[config.mk]
export PLATFORM = sky130hd
export DESIGN_NAME = rom_dl_sequencer
export DESIGN_NICKNAME = d
export VERILOG_FILES = /design/src/rtl/rom_dl_sequencer.sv
export SDC_FILE = /design/constraint.sdc
export NUM_CORES = 1
export LEC_CHECK = 0
export BUFFER_PORTS_ARGS = -buffer_cell sky130_fd_sc_hd__buf_2
export CAP_MARGIN = 20
export CORE_MARGIN = 2
export CORE_UTILIZATION = 49
export CTS_CLUSTER_DIAMETER = 150
export DETAILED_ROUTE_END_ITERATION = 6
export GPL_TIMING_DRIVEN = 0
export PLACE_DENSITY = 0.83
export SLEW_MARGIN = 0
export SYNTH_ARGS = -nofsm -noshare
export SYNTH_HDL_FRONTEND = slang
export SYNTH_SLANG_ARGS = --single-unit
[constraint.sdc]
create_clock -name clk_sys -period 3.3 [get_ports clk_sys]
set_input_delay 0.165 -clock clk_sys [delete_from_list [all_inputs] [get_ports clk_sys]]
set_output_delay 0.165 -clock clk_sys [all_outputs]
set_load 0.005 [all_outputs]
[src/rtl/rom_dl_sequencer.sv]
// rom_dl_sequencer
//
// Sits between the hps_io ioctl download stream and an arcade core.
//  - Steers ROM download bytes into a shared single-port program/sound ROM RAM.
//  - Shares that RAM port between download writes and core CPU reads using a
//    req/ack handshake. Download writes always win the port.
//  - Latches the DIP bank and the mod byte from their own ioctl indices.
//  - Sequences core reset: held during a ROM load, then for HOLD_CYCLES
//    cycles afterwards. The same hold also applies after power-on reset.
//
// Ports
//  clk_sys, reset              : system clock, asynchronous active-high reset
//  ioctl_download/index/wr/addr/dout : hps_io download stream
//  ext_reset                   : OSD/button reset request (level)
//  cpu_rd_req, cpu_addr        : core read request, held until cpu_rd_ack
//  cpu_rd_ack, cpu_rd_data     : one-cycle completion pulse with read data
//  mem_addr, mem_we, mem_din   : RAM port (combinational mux)
//  mem_dout                    : RAM read data, one cycle after the address
//  core_reset                  : registered reset to the core
//  rom_loading                 : high while a ROM load is in progress
//  dip_sw                      : DIP bank, byte k at [8k+7:8k]
//  mod_byte                    : last mod byte written
//  dl_err                      : sticky ROM address overflow flag
module rom_dl_sequencer #(
  parameter int          ADDR_W      = 17,
  parameter int          HOLD_CYCLES = 1024,
  parameter logic [7:0]  ROM_INDEX   = 8'd0,
  parameter logic [7:0]  MOD_INDEX   = 8'd1,
  parameter logic [7:0]  DIP_INDEX   = 8'd254
) (
  input  logic              clk_sys,
  input  logic              reset,
  input  logic              ioctl_download,
  input  logic [7:0]        ioctl_index,
  input  logic              ioctl_wr,
  input  logic [24:0]       ioctl_addr,
  input  logic [7:0]        ioctl_dout,
  input  logic              ext_reset,
  input  logic              cpu_rd_req,
  input  logic [ADDR_W-1:0] cpu_addr,
  output logic              cpu_rd_ack,
  output logic [7:0]        cpu_rd_data,
  output logic [ADDR_W-1:0] mem_addr,
  output logic              mem_we,
  output logic [7:0]        mem_din,
  input  logic [7:0]        mem_dout,
  output logic              core_reset,
  output logic              rom_loading,
  output logic [63:0]       dip_sw,
  output logic [7:0]        mod_byte,
  output logic              dl_err
);

  typedef enum logic [1:0] {
    RUN  = 2'd0,
    LOAD = 2'd1,
    HOLD = 2'd2
  } state_t;

  localparam int              CNT_W     = (HOLD_CYCLES > 1) ? $clog2(HOLD_CYCLES) : 1;
  localparam logic [CNT_W-1:0] HOLD_LAST = CNT_W'(HOLD_CYCLES - 1);

  state_t            state_q, state_d;
  logic [CNT_W-1:0]  cnt_q, cnt_d;
  logic              core_reset_q, core_reset_d;
  logic              rom_loading_q, rom_loading_d;
  logic              dl_err_q, dl_err_d;
  logic [63:0]       dip_sw_q, dip_sw_d;
  logic [7:0]        mod_byte_q, mod_byte_d;
  logic              dl_prev_q, dl_prev_d;
  logic              rd_p1_q, rd_p1_d;
  logic              rd_ack_q, rd_ack_d;
  logic [7:0]        rd_data_q, rd_data_d;

  logic rom_sel;
  logic rom_wr_req;
  logic addr_ok;
  logic rom_we;
  logic rom_ovf;
  logic dl_start;
  logic dip_wr;
  logic mod_wr;
  logic rd_issue;

  // ROM write decode. Out-of-range addresses never reach the RAM; they only
  // raise the sticky error flag.
  assign rom_sel    = (ioctl_index == ROM_INDEX);
  assign rom_wr_req = ioctl_wr & rom_sel & ioctl_download;
  assign addr_ok    = ((ioctl_addr >> ADDR_W) == '0);
  assign rom_we     = rom_wr_req & addr_ok;
  assign rom_ovf    = rom_wr_req & ~addr_ok;

  // A load only starts on a rising download edge. dl_prev_q resets high so a
  // stream already running when reset is released is ignored until it drops.
  assign dl_start = ioctl_download & ~dl_prev_q & rom_sel;

  assign dip_wr = ioctl_wr & (ioctl_index == DIP_INDEX) & (ioctl_addr[24:3] == 22'd0);
  assign mod_wr = ioctl_wr & (ioctl_index == MOD_INDEX);

  // A read may issue only with nothing in flight (p1 stage or ack cycle),
  // when the download is not using the port, and never during LOAD.
  assign rd_issue = cpu_rd_req & ~rd_p1_q & ~rd_ack_q & ~rom_we & (state_q != LOAD);

  assign mem_we   = rom_we;
  assign mem_addr = rom_we ? ioctl_addr[ADDR_W-1:0] : cpu_addr;
  assign mem_din  = ioctl_dout;

  // Reset sequencing FSM: next state, hold counter and registered outputs.
  always_comb begin
    state_d = state_q;
    cnt_d   = cnt_q;
    case (state_q)
      RUN: begin
        if (dl_start) begin
          state_d = LOAD;
        end
      end
      LOAD: begin
        if (!ioctl_download) begin
          state_d = HOLD;
          cnt_d   = HOLD_LAST;
        end
      end
      HOLD: begin
        if (dl_start) begin
          state_d = LOAD;
        end else if (ext_reset) begin
          cnt_d = HOLD_LAST;
        end else if (cnt_q == '0) begin
          state_d = RUN;
        end else begin
          cnt_d = cnt_q - 1'b1;
        end
      end
      default: begin
        state_d = HOLD;
        cnt_d   = HOLD_LAST;
      end
    endcase

    core_reset_d  = (state_d == RUN) ? ext_reset : 1'b1;
    rom_loading_d = (state_d == LOAD);

    // Overflow in the very cycle a load starts belongs to the new load, so
    // the set takes priority over the entry clear.
    dl_err_d = dl_err_q;
    if ((state_d == LOAD) && (state_q != LOAD)) begin
      dl_err_d = 1'b0;
    end
    if (rom_ovf) begin
      dl_err_d = 1'b1;
    end
  end

  // Side-channel latches and the two-stage read return pipeline.
  always_comb begin
    dip_sw_d = dip_sw_q;
    if (dip_wr) begin
      dip_sw_d[{ioctl_addr[2:0], 3'b000} +: 8] = ioctl_dout;
    end

    mod_byte_d = mod_byte_q;
    if (mod_wr) begin
      mod_byte_d = ioctl_dout;
    end

    dl_prev_d = ioctl_download;

    rd_p1_d   = rd_issue;
    rd_ack_d  = rd_p1_q;
    rd_data_d = rd_p1_q ? mem_dout : rd_data_q;
  end

  always_ff @(posedge clk_sys or posedge reset) begin
    if (reset) begin
      state_q       <= HOLD;
      cnt_q         <= HOLD_LAST;
      core_reset_q  <= 1'b1;
      rom_loading_q <= 1'b0;
      dl_err_q      <= 1'b0;
      dip_sw_q      <= '0;
      mod_byte_q    <= '0;
      dl_prev_q     <= 1'b1;
      rd_p1_q       <= 1'b0;
      rd_ack_q      <= 1'b0;
      rd_data_q     <= '0;
    end else begin
      state_q       <= state_d;
      cnt_q         <= cnt_d;
      core_reset_q  <= core_reset_d;
      rom_loading_q <= rom_loading_d;
      dl_err_q      <= dl_err_d;
      dip_sw_q      <= dip_sw_d;
      mod_byte_q    <= mod_byte_d;
      dl_prev_q     <= dl_prev_d;
      rd_p1_q       <= rd_p1_d;
      rd_ack_q      <= rd_ack_d;
      rd_data_q     <= rd_data_d;
    end
  end

  assign core_reset  = core_reset_q;
  assign rom_loading = rom_loading_q;
  assign dl_err      = dl_err_q;
  assign dip_sw      = dip_sw_q;
  assign mod_byte    = mod_byte_q;
  assign cpu_rd_ack  = rd_ack_q;
  assign cpu_rd_data = rd_data_q;

endmodule

==> impl_metrics.ini <==
[synthesis]
synthXorXnorAreaFrac = 0
muxShareOfSynthArea = 0.2571
yosys_warnings = 0
ys_seq_area_frac = 0.5317
synth_fa_ha_area_frac = 0.008084
syn_area_sq_um = 4643
synth_flop_cell = dfrtp_1
synthArstFlopShare = 1.000
syn_nets = 389
synth-edff-count = 0
synth_compound_area_frac = 0.03530
ys_seq_elements = 98
synth-simple-area-share = 0.1377
synthCells = 314
synth_cell_types = 46
synth_top_family_by_area = multiplexers
avgSynthCellArea_sq_um = 14.79

[floorplan]
pin_count = 182
core_sq_um = 9196
start_util = 0.5049
die_area_sq_um = 10270
rows = 35
dieWidth_um = 101.3
fp.dieH_um = 101.3

[clock_network]
clock_path_buffers = 2
cts_setup_buffers = 0
cts-root-buf = clkbuf_8
clkSinkCount = 98
clk_latency_ps = 350
cts_tree = yes
cts_buffers = 9
cts_hold_buf = 2
ctsResizeCount = 0
clk_pin_slew_ps = 100
cts-htree-levels = 3

[cells_and_area]
n_antenna_cell = 0
nets = 584
fillers = 724
drive_gt1_frac = 0.6556
area_delta_synth_final_pct = 27.73

[sta]
layout_setup_ws_ps = 696.9
min_period_ps = 2603
tightest_slew_ps = 782.0
slew_viol_final = 0
tns_ps = 0
fmax_mhz = 384.2
fin_crit_sh = 0.7888
slew_headroom = 0.4738
hold_violations = 0
setup_viol = 0
fin_worst_skew_ps = 4.198
grt_setup_unrepaired = false

[route]
wl_per_cell_um = 18.12
totalWireLength_um = 11320
drt_iter0_drc = 115
drt-pass1-iter-count = 4
wl_met1_um = 4704
dr.max_layer_used = met4
wl_met2_um = 5892
drcViolationCount = 0
vias = 3435
viasPerCell = 5.496
wl_met3_um = 441
ant_nets = 0

[global_route]
first_global_vias = 3459
grt_max_degree = 64
grt_usage = 0.2275
grt_pass1_wl_um = 18040
gr-total-overflow = 0
antenna_found_initial = 0

[place]
gp_congestion = 0.8707
numPortBuffers = 181
dp_hpwl_um = 8397
post-place-ws_ps = 528.0

[power_and_ir_drop]
power.density_nw_per_um2 = 401.0
p_leak_nw = 3.217
peakVddDrop_v = 0.0002829

[setup_path]
critPathArrivalTime_ps = 2440
worstReg2RegStart = state_q[1]
start_kind = primary input
crit_path_end_kind = output pin
reg2reg_to = cnt_q[7]
rrSetupSlack_ps = 1010
worstRegToRegCells = 5
cp_max_fo = 10
crit_type = in2out
crit_required_ps = 3130

[hold_path]
min_path_cells = 2
hp-class = in2reg
min_to = cpu_rd_data[7]
hp-start = mem_dout[7]

[job]
cap_violations = 0

[status]
status = finished, final reports clean
[kinds of logic after synthesis]
kind of cell,after synthesis
AO/OA/AOI/OAI,18
flip-flops,98
AND/OR/NAND/NOR,75
adder cells (fa/ha/maj),3
buffers and inverters,22
multiplexers,98
[cells in the final DEF (no fill, tap or decap), types with 2 or more instances in the layout]
master,instances
nand4_1,4
buf_6,3
o211a_1,2
nor3b_1,4
and4_1,2
dfstp_2,13
a32o_1,3
clkbuf_1,3
inv_8,2
clkinvlp_4,2
clkbuf_8,10
nand3_1,6
mux2_1,7
nor2_1,13
dlygate4sd3_1,2
a22o_1,5
mux2_4,24
nor4_1,5
nand4_4,2
nand2_1,3
buf_4,9
o21ba_2,2
inv_6,2
nor4_4,9
nor3_1,3
nand4b_1,2
and2_1,3
or4_1,5
or3_1,3
mux2_2,67
ha_1,3
inv_1,5
dfrtp_1,85
buf_2,182
[cell type report]
cell class	instances	area, sq um	share of cell area
clock inverter	6	55.05	0.009283
tap	111	138.9	0.02342
clock buffer	10	137.6	0.02321
buffer	16	117.6	0.01983
sequential	98	2469	0.4162
multi-input combinational	194	2034	0.3430
timing repair buffer	184	953.4	0.1608
inverter	6	25.02	0.004219
[cells in the mapped netlist (2+ instances only)]
master | n | area share
a22o_1 | 5 | 0.0094
a32o_1 | 3 | 0.0065
and2_1 | 3 | 0.0040
and4_1 | 2 | 0.0038
buf_4 | 9 | 0.015
buf_6 | 3 | 0.0073
clkbuf_1 | 3 | 0.0024
dfrtp_1 | 85 | 0.46
dfstp_2 | 13 | 0.074
ha_1 | 3 | 0.0081
inv_1 | 6 | 0.0049
mux2_1 | 7 | 0.017
mux2_2 | 67 | 0.16
mux2_4 | 24 | 0.078
nand2_1 | 3 | 0.0024
nand3_1 | 6 | 0.0065
nand4_1 | 4 | 0.0054
nand4_4 | 2 | 0.0092
nand4b_1 | 2 | 0.0038
nor2_1 | 13 | 0.011
nor3_1 | 3 | 0.0032
nor3b_1 | 4 | 0.0065
nor4_1 | 5 | 0.0067
nor4_4 | 9 | 0.041
o211a_1 | 2 | 0.0043
o21ba_2 | 2 | 0.0043
or3_1 | 3 | 0.0040
or4_1 | 5 | 0.0081
[critical path: stages]
cell and delay, ps:
buf_2 110, nor4_1 690, and3_1 290, and4_1 210
buf_2 260, buf_4 240, mux2_1 340, buf_2 130
[per-layer routing]
metal  vias to the layer above  track usage
li1                       1560            -
met1                      1740       0.2885
met2                       109       0.3897
met3                        26      0.04141
met4                         0      0.08524
met5                         -            0
[state kept, by name (all words and copies together), names as in the netlist]
name,flops
cpu_rd_ack,1
mod_byte,8
core_reset,1
dip_sw,64
rd_ack_d,1
cnt_q,10
rom_loading,1
dl_prev_q,1
state_q,2
dl_err,1
cpu_rd_data,8
[where the power goes]
part / total [mW] / internal, mW / leakage, nW / switching, mW
combinational: 0.302 / 0.150 / 1.82 / 0.152
sequential: 1.32 / 1.28 / 1.30 / 0.0453
clock: 0.753 / 0.311 / 0.0934 / 0.441
[through the flow]
stage	std cells	hold WS (ps)	util	total power, mW	instance area, sq um
after floorplan	314	169.5	-	1.490	4643
after global placement	606	310.3	0.6185	1.625	5688
after detailed placement	607	226.7	0.6218	1.647	5718
after CTS	625	21.34	0.6449	2.410	5931
after global routing	625	17.63	0.6449	2.502	5931
final	625	38.63	0.6449	2.378	5931
[how the worst max path moves through the flow]
stage | from | to | slack [ps] | cells past startpoint
floorplan | reset | cpu_rd_ack | 590 | 1
finish | ioctl_index[5] | mem_addr[9] | 700 | 8
CTS | ioctl_index[5] | mem_addr[9] | 730 | 8
global placement | reset | dip_sw[44] | -340 | 2
detailed placement | ioctl_addr[0] | dip_sw[33] | 530 | 7
global route | ioctl_index[5] | mem_addr[10] | 570 | 8
No activity file was read; power rests on OpenSTA's default activity.
